### src/rtl/eq_pkg.sv
// rtl/eq_pkg.sv - shared state type and default timing for the FIR sequencer
package eq_pkg;

    // Default number of FIR taps, i.e. cycles of sequencing per sample.
    localparam int SEQ_LEN_DEF   = 1021;
    // Default sample-queue read latency before the run starts.
    localparam int START_DLY_DEF = 1;
    // Default ROM plus MAC pipeline depth after the run ends.
    localparam int FLUSH_DEF     = 2;

    typedef enum logic [2:0] {
        ST_IDLE  = 3'd0,
        ST_WAIT  = 3'd1,
        ST_RUN   = 3'd2,
        ST_FLUSH = 3'd3,
        ST_LATCH = 3'd4
    } seq_state_t;

    // A sample arriving in one of these states cannot be taken and is lost.
    function automatic logic state_is_busy(input seq_state_t s);
        return (s == ST_WAIT) || (s == ST_RUN) || (s == ST_FLUSH);
    endfunction

endpackage

### src/rtl/fir_sequencer.sv
// rtl/fir_sequencer.sv - per-sample run/flush/latch sequencing of the FIR band
module fir_sequencer
    import eq_pkg::*;
#(
    parameter int SEQ_LEN   = SEQ_LEN_DEF,
    parameter int START_DLY = START_DLY_DEF,
    parameter int FLUSH     = FLUSH_DEF
) (
    input  logic               clk,
    input  logic               rst_n,
    input  logic               valid_rise,
    input  logic               queue_full,
    input  logic               clr_ovr,
    input  logic signed [15:0] filt_L_in,
    input  logic signed [15:0] filt_R_in,
    output logic               sequencing,
    output logic signed [15:0] lft_out,
    output logic signed [15:0] rht_out,
    output logic               out_valid,
    output logic               overrun
);

    // One counter serves every timed phase; it holds (remaining cycles - 1).
    localparam int CNT_W = $clog2(SEQ_LEN + 1);

    localparam logic [CNT_W-1:0] RUN_LOAD   = CNT_W'(SEQ_LEN - 1);
    localparam logic [CNT_W-1:0] WAIT_LOAD  = CNT_W'(START_DLY - 1);
    localparam logic [CNT_W-1:0] FLUSH_LOAD = CNT_W'(FLUSH - 1);
    localparam logic [CNT_W-1:0] CNT_ONE    = CNT_W'(1);

    seq_state_t       r_state;
    logic [CNT_W-1:0] r_cnt;
    logic             w_accept;
    logic             w_cnt_done;

    // A sample only counts when the queue is primed.
    assign w_accept   = valid_rise && queue_full;
    assign w_cnt_done = (r_cnt == '0);

    // Phase sequencer: state, phase counter and all registered outputs except overrun.
    always_ff @(posedge clk or negedge rst_n) begin
        if (!rst_n) begin
            r_state    <= ST_IDLE;
            r_cnt      <= '0;
            sequencing <= 1'b0;
            out_valid  <= 1'b0;
            lft_out    <= '0;
            rht_out    <= '0;
        end else begin
            out_valid <= 1'b0;
            case (r_state)
                ST_IDLE: begin
                    if (w_accept) begin
                        if (START_DLY == 0) begin
                            r_state    <= ST_RUN;
                            r_cnt      <= RUN_LOAD;
                            sequencing <= 1'b1;
                        end else begin
                            r_state <= ST_WAIT;
                            r_cnt   <= WAIT_LOAD;
                        end
                    end
                end
                ST_WAIT: begin
                    if (w_cnt_done) begin
                        r_state    <= ST_RUN;
                        r_cnt      <= RUN_LOAD;
                        sequencing <= 1'b1;
                    end else begin
                        r_cnt <= r_cnt - CNT_ONE;
                    end
                end
                ST_RUN: begin
                    if (w_cnt_done) begin
                        r_state    <= ST_FLUSH;
                        r_cnt      <= FLUSH_LOAD;
                        sequencing <= 1'b0;
                    end else begin
                        r_cnt <= r_cnt - CNT_ONE;
                    end
                end
                ST_FLUSH: begin
                    if (w_cnt_done) begin
                        r_state <= ST_LATCH;
                        r_cnt   <= '0;
                    end else begin
                        r_cnt <= r_cnt - CNT_ONE;
                    end
                end
                ST_LATCH: begin
                    // Pipeline has drained; capture results and let a waiting
                    // sample start straight away instead of dropping it.
                    lft_out   <= filt_L_in;
                    rht_out   <= filt_R_in;
                    out_valid <= 1'b1;
                    if (w_accept) begin
                        if (START_DLY == 0) begin
                            r_state    <= ST_RUN;
                            r_cnt      <= RUN_LOAD;
                            sequencing <= 1'b1;
                        end else begin
                            r_state <= ST_WAIT;
                            r_cnt   <= WAIT_LOAD;
                        end
                    end else begin
                        r_state <= ST_IDLE;
                        r_cnt   <= '0;
                    end
                end
                default: begin
                    r_state    <= ST_IDLE;
                    r_cnt      <= '0;
                    sequencing <= 1'b0;
                end
            endcase
        end
    end

    // Sticky overrun: a lost sample sets it, and setting beats clearing.
    always_ff @(posedge clk or negedge rst_n) begin
        if (!rst_n) begin
            overrun <= 1'b0;
        end else if (w_accept && state_is_busy(r_state)) begin
            overrun <= 1'b1;
        end else if (clr_ovr) begin
            overrun <= 1'b0;
        end
    end

endmodule

### config.mk
export PLATFORM = sky130hd
export DESIGN_NAME = fir_sequencer
export DESIGN_NICKNAME = d
export VERILOG_FILES = /design/src/rtl/eq_pkg.sv /design/src/rtl/fir_sequencer.sv
export SDC_FILE = /design/constraint.sdc
export NUM_CORES = 1
export LEC_CHECK = 0
export BUFFER_PORTS_ARGS = -buffer_cell sky130_fd_sc_hd__buf_2
export CORE_UTILIZATION = 48
export CTS_CLUSTER_DIAMETER = 60
export DETAILED_ROUTE_END_ITERATION = 16
export GPL_TIMING_DRIVEN = 0
export HOLD_SLACK_MARGIN = 0.1
export MAX_ROUTING_LAYER = met4
export PLACE_DENSITY = 0.77
export SETUP_SLACK_MARGIN = 0.5
export SLEW_MARGIN = 20
export SYNTH_ARGS = -nofsm -noshare
export SYNTH_HDL_FRONTEND = slang
export SYNTH_SLANG_ARGS = --single-unit
### constraint.sdc
create_clock -name clk -period 2 [get_ports clk]
set_clock_uncertainty 0.05 [all_clocks]
set_input_delay 0.1 -clock clk [delete_from_list [all_inputs] [get_ports clk]]
set_output_delay 0.1 -clock clk [all_outputs]
set_load 0.01 [all_outputs]
* Word level (Yosys, flattened, before mapping) *
Cells that the tools add are included.

cells by class
  reduce and logical (&&, ||, !) cells = 10
  mux-type cells = 17
  equality and inequality tests = 8
  add/sub/neg operators = 1
  bitwise logic cells = 1

operators by type and width
  kind                   count
  $mux 10                4
  $pmux 10 s4            1
  $pmux 3 s5             1
  $mux 3                 4
  $logic_not 10->1       1
  $sub 10x1->10 const B  1
  $ne 2x2->1 const B     4
  $eq 3x2->1 const B     2
  $mux 1                 6
  $reduce_and 4->1       1
  $eq 3x1->1 const B     1
  $eq 3x3->1 const B     1
  $logic_not 3->1        1
  $pmux 1 s3             1
  $reduce_and 3->1       1
  $reduce_or 3->1        1
  $logic_and 1x1->1      2
  $logic_or 1x1->1       2
  $reduce_bool 2->1      1
  $not 1->1              1

word-level totals
  logic and storage cells = 44
  register bits = 48

* Logic depth before layout (Yosys ltp) *
  depth in word-level cells = 5
  mapped depth = 6
  gate-level depth less buffers = 6

* Worst setup path after synthesis *
OpenSTA, ideal clock, no wires.

  kind = register to register
  from = register r_cnt[0]
  to = register r_cnt[9]
  data required time = 1.825 ns
  arrival time = 1.600 ns
  cell stages (with the launch flop) = 7
  library setup time = 0.125 ns
  period minus slack after synthesis = 1.775 ns
  path slack = 0.225 ns
  cell sequence = dfrtp_1 inv_1 ha_1 nor3b_2 nand4_1 a41oi_1 a21oi_1

on the way
  longest elaborated chain between the ends = 3
  elaborated cells between the ends (all ways) = 6

ends and longest elaborated chain
  element                                                   RTL line                                                       text
  start: declaration                                        fir_sequencer.sv:32                                            logic [CNT_W-1:0] r_cnt;
  start signal: assignment                                  fir_sequencer.sv:70                                            r_cnt <= r_cnt - CNT_ONE;
  start signal: assignment                                  fir_sequencer.sv:79                                            r_cnt <= r_cnt - CNT_ONE;
  start signal: assignment                                  fir_sequencer.sv:87                                            r_cnt <= r_cnt - CNT_ONE;
  $sub 10x1->10 / $logic_not 10->1 (equally long branches)  --
  $mux 10 (on tied branches)                                fir_sequencer.sv:83, fir_sequencer.sv:65, fir_sequencer.sv:74
  $pmux 10 s4 *                                             fir_sequencer.sv:51                                            case (r_state)

Every way passes the cells marked *; elsewhere a longest branch is shown, timed or not.
A chain may end at the register's enable or synchronous reset.

* Worst setup path in the final report *
  from = register r_cnt[0]
  to = register r_cnt[7]

The elaborated chain is that of the path after synthesis.

==> metrics.cfg <==
[sta]
timing_worst_slew_pin_value_ns = 0.6070
period_share_pct = 90.84
timing.final.ws_setup_ns = 0.1831
fin_hold_ws_ns = 0.1167
min_period_ns = 1.817
max_freq_ghz = 0.5504
hold_viol_final = 0
finalSetupViolations = 0
max_slew_margin_pct = 59.54
rsz0062_at_grt = true
slew_violations = 0

[floorplanning]
die-area_um2 = 4597
start_util_pct = 50.86
rows = 23
die_y_um = 67.80
core_um2 = 4086
pin_count = 72
die_w_um = 67.80

[clock_tree]
clock_latency_ns = 0.30
cts_tree = built
clkTransAtPathRegs_ns = 0.10
cts.sinks = 48
clockRootBuffer = clkbuf_8
clockBufferDepth = 2
cts.htree.levels = 2
cts_made_buffers = 5

[synthesis]
synth_cell_types = 40
synth_top_area_share_pct = 57.80
synth_edf_count = 0
yosysWarnings = 0
synth.largest_area_cell = dfrtp_1
yosysMostFrequentCell = dfrtp_1
synth_common_cells = dfrtp_1, mux2_1, nor2_1
netlist_top_cells_area = dfrtp_1, mux2_1, buf_2
synth.avg_cell_area_um2 = 12.30
synth_nets = 207
synthArstFlopShare_pct = 100.0
synthFlopType = dfrtp_1
synth_cells = 169
yosysSeqAreaShare_pct = 57.80
netlist_area_um2 = 2078
synth-seq-cells = 48

[worst_hold_path]
min_to = r_cnt[9]
hold_class = input port to register
min_path_cells = 4
hold_start = queue_full

[worst_setup_path]
crit_family = buffers and inverters
cp-start-kind = register
crit_path_end_kind = register
reg2reg_depth = 8
worstSetupPathType = register to register
r2r-end = r_cnt[7]
cp_common_cell = buf_6
cp_cell_sequence = inv_1, ha_4, nor3b_4, buf_6, nand4_1, buf_6, a31oi_2, o22ai_1
reg2reg_slack_ns = 0.18
worst-path-max-fanout = 6
r2r_start = r_cnt[0]
path_buf_inv = 3
worst_ep_arrival_time_ns = 1.95
cpMaxStageDelayCell = dfrtp_1
worst_ep_required_time_ns = 2.14
critPathMaxStageDelay_ns = 0.39

[detailed_routing]
drc = 0
dr.pass1.iters = 5
ant_nets = 0
wl_um = 7807
viasPerCell = 5.861
wl_per_cell_um = 21.75
drtIter0Drc = 158
num_vias = 2104

[grt]
grt_max_degree = 49
track_usage_pct = 30.20
grt_pass1_wl_um = 9591
antenna_found_initial = 0
grt_pass1_vias = 2034
grt_overflow = 0

[power]
p_leak_nw = 1.780
ir_worst_vdd_mv = 0.6521
power.density_nw_per_um2 = 513.8

[placement]
placed_cell_area_um2 = 2519
gp_congestion = 0.8354
dpl.cell_count = 290
post-place-ws_ns = -0.01578
numPortBuffers = 71
hpwlAfterDp_um = 3069

[run_status]
status = finished, final reports clean

[cells_and_area]
seq_area_um2 = 1205
drive_gt1_share_pct = 54.05
multi_input_area_um2 = 1033
final_nets = 346
antenna_cells = 0
layoutNonFillerInstCount = 359
final_cell_area_um2 = 3510
area_growth_pct = 68.87
n_fill_cell = 193

[flow_run]
drv_cap = 0

==> sequential cells by signal (all words and copies together), names as in the netlist <==
signal / cells
lft_out: 16
overrun: 1
r_state: 3
out_valid: 1
r_cnt: 10
sequencing: 1
rht_out: 16
==> cell type report <==
class | instances | share of cell area, %
inverter | 9 | 1.034
clock buffer | 5 | 1.961
multi-input combinational | 104 | 29.45
sequential | 48 | 34.33
buffer | 8 | 2.602
tap | 50 | 1.783
clock inverter | 3 | 1.212
timing repair buffer | 132 | 27.63
==> cell usage in the layout (no fill, tap or decap), types with 4 or more instances in the layout <==
master	count
nor2_1	8
dlygate4sd3_1	36
buf_6	10
inv_1	7
nand2_1	9
buf_4	18
buf_2	71
o22ai_1	4
dfrtp_1	45
mux2_4	32
clkbuf_8	5
==> worst max-delay path by stage <==
stage	end	cells after the start	slack, ns	startpoint
2_1_floorplan	r_cnt[7]	6	0.31	r_cnt[0]
3_3_place_gp	r_cnt[4]	6	0.01	r_cnt[0]
3_5_place_dp	r_cnt[4]	6	-0.02	r_cnt[0]
4_1_cts	r_cnt[7]	4	0.28	r_cnt[3]
5_1_grt	r_cnt[7]	8	0.1	r_cnt[0]
6_report	r_cnt[7]	8	0.18	r_cnt[0]
==> cells by family after synthesis <==
family	count (synthesis)	synth area share (%)
DFF	48	57.80
and+or+nand+nor	39	10.36
xor gates and xnor gates	1	0.4215
adders and majority gates	1	0.6020
AOI/OAI and AO/OA	31	9.934
buffers and inverters	17	3.552
muxes	32	17.34
==> what timing repair did <==
item / in CTS / in global routing
endpoints found under the setup margin: 43 / 46
gates resized for setup: 28 / 52
setup buffers: 13 / 8
hold buffers: 36 / 0
hold endpoints to repair: 81 / 0
gates cloned: 3 / 1
pin swaps: 17 / 5
==> layer usage <==
metal	vias up	share of wire, %	GRT usage, %	wire length [um]
li1	887	-	-	-
met1	1046	34	29.41	2639
met4	0	5.4	16.67	421
met5	-	0	-	0
met2	128	54	53.96	4193
met3	43	7.1	7.770	552
==> tightest hold or removal path, delay by kind of cell <==
family                 cells  cell delay, ns
AO/OA/AOI/OAI              2            0.14
buffers and inverters      1            0.09
AND/OR/NAND/NOR            1            0.10
==> metrics by stage <==
stage | utilization, % | total power [mW] | setup TNS [ns]
2_1_floorplan | - | 0.9973 | 0
3_3_place_gp | 61.64 | 1.051 | 0
3_5_place_dp | 61.64 | 1.053 | -0.01578
4_1_cts | 78.90 | 1.792 | 0
5_1_grt | 85.88 | 1.877 | 0
6_report | 85.88 | 1.803 | 0
==> report_power, final <==
group	switching [mW]	internal (mW)	leakage (nW)
logic	0.0503	0.0759	1.10
registers	0.000706	0.971	0.626
clock network	0.335	0.370	0.0541
total	0.386	1.42	1.78
Note: power is estimated with default switching activity, not from simulation.
